### src/rtl/detector_pkg.sv
// Shared constants for detector_flancos: edge-mode codes, repeat-state encoding, helpers.
package detector_pkg;

  localparam int unsigned MODO_SUBIDA = 0;
  localparam int unsigned MODO_BAJADA = 1;
  localparam int unsigned MODO_AMBOS  = 2;

  typedef enum logic [1:0] {
    LIBRE  = 2'd0,
    ESPERA = 2'd1,
    REPITE = 2'd2
  } estado_rep_t;

  function automatic int unsigned max_u(input int unsigned a, input int unsigned b);
    return (a > b) ? a : b;
  endfunction

endpackage

### src/rtl/canal_impulso.sv
// One button channel: edge detector producing a one-cycle impulse, with optional
// auto-repeat while the active level is held (enabled by macro AUTO_REPEAT_EN).
module canal_impulso
  import detector_pkg::*;
#(
  parameter int unsigned MODO        = 0,
  parameter int unsigned RETARDO_REP = 500,
  parameter int unsigned PERIODO_REP = 100
) (
  input  logic clock1k,
  input  logic reset,
  input  logic i_boton,
  output logic o_impulso,
  output logic o_impulso_sig_c
);

  if (MODO > MODO_AMBOS || RETARDO_REP < 2 || PERIODO_REP < 2) begin : g_param_invalid
    $error("canal_impulso: invalid MODO/RETARDO_REP/PERIODO_REP");
  end

  logic r_valor_antiguo;
  logic r_impulso;
  logic w_subida;
  logic w_bajada;
  logic w_flanco;
  logic w_impulso_sig;

  assign w_subida = i_boton & ~r_valor_antiguo;
  assign w_bajada = ~i_boton & r_valor_antiguo;
  assign w_flanco = (MODO == MODO_SUBIDA) ? w_subida :
                    (MODO == MODO_BAJADA) ? w_bajada : (w_subida | w_bajada);

`ifdef AUTO_REPEAT_EN
  localparam int unsigned CNT_MAX = max_u(RETARDO_REP, PERIODO_REP);
  localparam int unsigned CW      = $clog2(CNT_MAX + 1);

  estado_rep_t r_estado, w_estado_sig;
  logic [CW-1:0] r_cnt, w_cnt_sig;
  logic w_activo;
  logic w_puede_repetir;

  assign w_activo        = (MODO == MODO_BAJADA) ? ~i_boton : i_boton;
  assign w_puede_repetir = (MODO != MODO_AMBOS);

  // Next-state: a fresh edge restarts the delay; dropping the active level cancels at once.
  always_comb begin
    w_estado_sig  = r_estado;
    w_cnt_sig     = (r_cnt == CW'(CNT_MAX)) ? r_cnt : r_cnt + CW'(1);
    w_impulso_sig = 1'b0;
    if (w_flanco) begin
      w_impulso_sig = 1'b1;
      w_cnt_sig     = '0;
      w_estado_sig  = w_puede_repetir ? ESPERA : LIBRE;
    end else begin
      case (r_estado)
        LIBRE: ;
        ESPERA: begin
          if (!w_activo) begin
            w_estado_sig = LIBRE;
          end else if (r_cnt == CW'(RETARDO_REP - 1)) begin
            w_impulso_sig = 1'b1;
            w_cnt_sig     = '0;
            w_estado_sig  = REPITE;
          end
        end
        REPITE: begin
          if (!w_activo) begin
            w_estado_sig = LIBRE;
          end else if (r_cnt == CW'(PERIODO_REP - 1)) begin
            w_impulso_sig = 1'b1;
            w_cnt_sig     = '0;
          end
        end
        default: w_estado_sig = LIBRE;
      endcase
    end
  end

  always_ff @(negedge clock1k) begin
    if (reset) begin
      r_estado <= LIBRE;
      r_cnt    <= '0;
    end else begin
      r_estado <= w_estado_sig;
      r_cnt    <= w_cnt_sig;
    end
  end
`else
  assign w_impulso_sig = w_flanco;
`endif

  always_ff @(negedge clock1k) begin
    if (reset) begin
      r_valor_antiguo <= 1'b0;
      r_impulso       <= 1'b0;
    end else begin
      r_valor_antiguo <= i_boton;
      r_impulso       <= w_impulso_sig;
    end
  end

  assign o_impulso       = r_impulso;
  assign o_impulso_sig_c = w_impulso_sig;

endmodule

### src/rtl/detector_flancos.sv
// Multi-channel button edge detector; optional auto-repeat via macro AUTO_REPEAT_EN.
module detector_flancos
  import detector_pkg::*;
#(
  parameter int unsigned CANALES     = 4,
  parameter int unsigned MODO        = MODO_SUBIDA,
  parameter int unsigned RETARDO_REP = 500,
  parameter int unsigned PERIODO_REP = 100
) (
  input  logic               clock1k,
  input  logic               reset,
  input  logic [CANALES-1:0] botonLimpio,
  output logic [CANALES-1:0] impulso,
  output logic               cualquiera
);

  if (CANALES < 1 || CANALES > 16) begin : g_canales_invalid
    $error("detector_flancos: CANALES must be 1..16");
  end

  logic [CANALES-1:0] w_impulso_sig;
  logic               r_cualquiera;

  for (genvar g = 0; g < CANALES; g++) begin : g_canal
    canal_impulso #(
      .MODO        (MODO),
      .RETARDO_REP (RETARDO_REP),
      .PERIODO_REP (PERIODO_REP)
    ) u_canal (
      .clock1k         (clock1k),
      .reset           (reset),
      .i_boton         (botonLimpio[g]),
      .o_impulso       (impulso[g]),
      .o_impulso_sig_c (w_impulso_sig[g])
    );
  end

  // Built from next-state impulses so it lands in the same cycle as impulso.
  always_ff @(negedge clock1k) begin
    if (reset) r_cualquiera <= 1'b0;
    else       r_cualquiera <= |w_impulso_sig;
  end

  assign cualquiera = r_cualquiera;

endmodule

### config.mk
export PLATFORM = sky130hd
export DESIGN_NAME = detector_flancos
export DESIGN_NICKNAME = d
export VERILOG_FILES = /design/src/rtl/detector_pkg.sv /design/src/rtl/canal_impulso.sv /design/src/rtl/detector_flancos.sv
export SDC_FILE = /design/constraint.sdc
export NUM_CORES = 1
export LEC_CHECK = 0
export CAP_MARGIN = 25
export CORE_AREA = 2 2 39 41
export CTS_CLUSTER_DIAMETER = 60
export DETAILED_ROUTE_END_ITERATION = 16
export DIE_AREA = 0 0 41 43
export SYNTH_ARGS = -nofsm -noshare
export SYNTH_HDL_FRONTEND = slang
export SYNTH_SLANG_ARGS = --single-unit
export TNS_END_PERCENT = 30
### constraint.sdc
create_clock -name clock1k -period 1.6 [get_ports clock1k]
set_input_delay 0.32 -clock clock1k [delete_from_list [all_inputs] [get_ports clock1k]]
set_output_delay 0.32 -clock clock1k [all_outputs]
set_load 0.01 [all_outputs]
Word level (Yosys, flattened, before mapping)
Cells that the tools add are included.
{"block": "totals", "wordCells": 18, "reg_bits": 9, "input_bits": 6, "output_inout_bits": 5}
{"block": "op_classes", "n_bitwise": 8, "reduce_logical": 1}
{"op": "1-bit bitwise AND", "n": 4}
{"op": "1-bit inverter", "n": 4}
{"op": "4-bit OR reduction", "n": 1}

Longest topological paths before layout
{"block": "logic_depth", "ltp_word": 3, "ltp_mapped": 2, "depth_no_buf": 2}

Cells and area by module
From an unflattened synthesis, not the netlist that was laid out.
{"block": "unflattened", "cells_unflattened": 28, "hier_area_um2": 309.0}
{"mod": "canal_impulso", "cells_each": 6, "seq_area_each_um2": 40.0, "instances": 4, "area_each_um2": 68.8}
{"mod": "detector_flancos", "cells_each": 4, "seq_area_each_um2": 20.0, "instances": 1, "area_each_um2": 33.8}

==> flow_summary.json <==
{
  "status": "complete, but fails checks",
  "failed_checks": "setup timing",
  "cp_data_arrival_time_ns": 1.52,
  "synthToLayoutAreaGrowth_pct": 38.8,
  "drt_iter0_drc": 1,
  "timing.final.ws_setup_ns": -0.245,
  "worstSetupEndpoint": "impulso[1]",
  "yosys_warnings": 0,
  "holdBufCountCts": 0,
  "r2r_slack_ns": 0.85,
  "drive_above_1_share": 0.378,
  "h-tree-depth": 1,
  "slew_headroom": 0.742,
  "power.density_nw_per_um2": 1120,
  "r2r_end": "cualquiera",
  "tns_ns": -1.20,
  "leakagePower_nw": 0.261,
  "vias_per_cell": 3.72,
  "drv_cap": 0,
  "final_util": 0.346,
  "rsz0062_at_grt": "yes",
  "grt_pass1_vias": 229,
  "postSynthCellCount": 27,
  "avgSynthCellArea_um2": 12.8,
  "core_um2": 1380,
  "yosys_register_bits": 9,
  "min_path_type": "reg -> reg",
  "reg2reg_depth": 2,
  "slew_viol_final": 0,
  "timing.rr.start": "g_canal[0].u_canal.r_valor_antiguo",
  "dieWidth_um": 41,
  "drc": 0,
  "grt_overflow": 0,
  "clkSlewWorstSetupHoldPaths_ns": 0.03,
  "drtPass1Iterations": 4,
  "totalPowerFinal_uw": 535,
  "clock_latency_ns": 0.31,
  "endpoint_kind": "output pin",
  "gp_congestion": 0.610,
  "synth_fp_nets": 33,
  "dieArea_um2": 1760,
  "grtUsageTotal": 0.0735,
  "synth_largest_area_cell": "dfxtp_1",
  "via_count": 227,
  "setup.worst_path.start": "g_canal[1].u_canal.o_impulso",
  "critical_path.top_delay_family": "flip-flops",
  "max_stage_delay_ns": 0.29,
  "crit_slowest_cell": "dfxtp_1",
  "synth_area_um2": 345,
  "path_depth": 1,
  "cp_cell_sequence": "buf_2",
  "fp-row-count": 14,
  "synth_top_area_share": 0.522,
  "cts_tree": "built",
  "yosysSeqAreaShare": 0.522,
  "grt_pass1_wl_um": 786,
  "placed_cell_area_um2": 435,
  "skew_ns": 0.00400,
  "cts-root-buf": "clkbuf_4",
  "vdd_ir_drop_max_mv": 0.373,
  "post_cts_buffers": 0,
  "critPathRequiredTime_ns": 1.28,
  "cts_sinks": 9,
  "nNetsFinal": 52,
  "start_util": 0.250,
  "cts_made_buffers": 3,
  "netlist_top_cells_area": "dfxtp_1 52%, nor2b_4 16%, nor2b_2 10%",
  "start_kind": "flip-flop",
  "final_area_um2": 479,
  "die_h_um": 43,
  "cp_max_fo": 1,
  "io_pins": 11,
  "worst_pin_slew_ns": 0.386,
  "port_buffers": 10,
  "wl_per_cell_um": 7.72,
  "antennaDiodeCount": 0,
  "grt_max_degree": 6,
  "ant_nets": 0,
  "antenna_found_initial": 0,
  "max-clock-path-buffers": 2,
  "drt-total-wl_um": 471,
  "synthDistinctLibCells": 7,
  "worst-setup-path-type": "reg -> out",
  "hold_violations": 0,
  "path_buf_inv": 1,
  "setup_viol": 5
}
## synth_stat cells
cell type	count
a41oi_2	1
nor2b_2	4
dfxtp_1	9
nor2b_4	4
buf_4	4
nand2b_1	4
inv_1	1
## metal layers
metal  vias to the layer above  track usage  wire length, um
met5                         -            0                0
met4                         0        0.107                7
met3                         2       0.0733               67
met2                        11       0.0625              197
met1                        98       0.0747              199
li1                        116            -                -
## kinds of logic after synthesis
kind of cell | share of synthesized area
buf+inv | 0.0978
compound gates | 0.0471
simple gates | 0.333
flops | 0.522
## power by group
group / leakage [nW] / internal [mW] / switching (mW)
registers: 0.0749 / 0.239 / 0.00627
clock network: 0.0671 / 0.119 / 0.121
logic: 0.119 / 0.0301 / 0.0192
## placed cells by master, fill, tap and decap left out
| master | netlist | final |
|---|---|---|
| dlymetal6s2s_1 | 0 | 1 |
| inv_1 | 1 | 10 |
| nor2b_2 | 4 | 1 |
| buf_2 | 0 | 5 |
| dfxtp_1 | 9 | 9 |
| clkbuf_4 | 0 | 3 |
| nor2b_4 | 4 | 7 |
| a41oi_2 | 1 | 1 |
| dlygate4sd2_1 | 0 | 4 |
| nand2b_1 | 4 | 4 |
## flip-flops by register name, summed over array words and instances (netlist names)
register,cells
g_canal.u_canal.o_impulso,4
g_canal.u_canal.r_valor_antiguo,4
cualquiera,1
## metrics by stage
stage	setup slack (ns)	hold WS, ns	cells
finish	-0.245	0.445	61
CTS	-0.263	0.451	61
global route	-0.304	0.452	61
floorplan	0.0788	0.430	27
global placement	-0.452	0.437	49
detailed placement	-0.470	0.440	49
## how the worst min path moves through the flow
| stage | startpoint | endpoint | slack, ns | cells past startpoint |
|---|---|---|---|---|
| 3_3_place_gp | g_canal[2].u_canal.r_valor_antiguo | g_canal[2].u_canal.o_impulso | 0.44 | 1 |
| 4_1_cts | g_canal[2].u_canal.r_valor_antiguo | g_canal[2].u_canal.o_impulso | 0.45 | 1 |
| 6_report | g_canal[1].u_canal.r_valor_antiguo | g_canal[1].u_canal.o_impulso | 0.45 | 1 |
| 2_1_floorplan | g_canal[0].u_canal.r_valor_antiguo | g_canal[0].u_canal.o_impulso | 0.43 | 1 |
| 5_1_grt | g_canal[3].u_canal.r_valor_antiguo | g_canal[3].u_canal.o_impulso | 0.45 | 1 |
| 3_5_place_dp | g_canal[3].u_canal.r_valor_antiguo | g_canal[3].u_canal.o_impulso | 0.44 | 1 |
## final cells by class
| class | count | area, um2 |
|---|---|---|
| clock buffer | 3 | 22.5 |
| clock inverter | 10 | 37.5 |
| fill | 156 | 905 |
| multi-input combinational | 13 | 146 |
| sequential | 9 | 180 |
| tap | 16 | 20.0 |
| timing repair buffer | 10 | 72.6 |
## repair_timing
action / in CTS / in global routing
hold endpoints to repair: 0 / 0
resized for setup: 27 / 1
setup endpoints to repair: 14 / 6
Note: power is estimated with default switching activity, not from simulation.
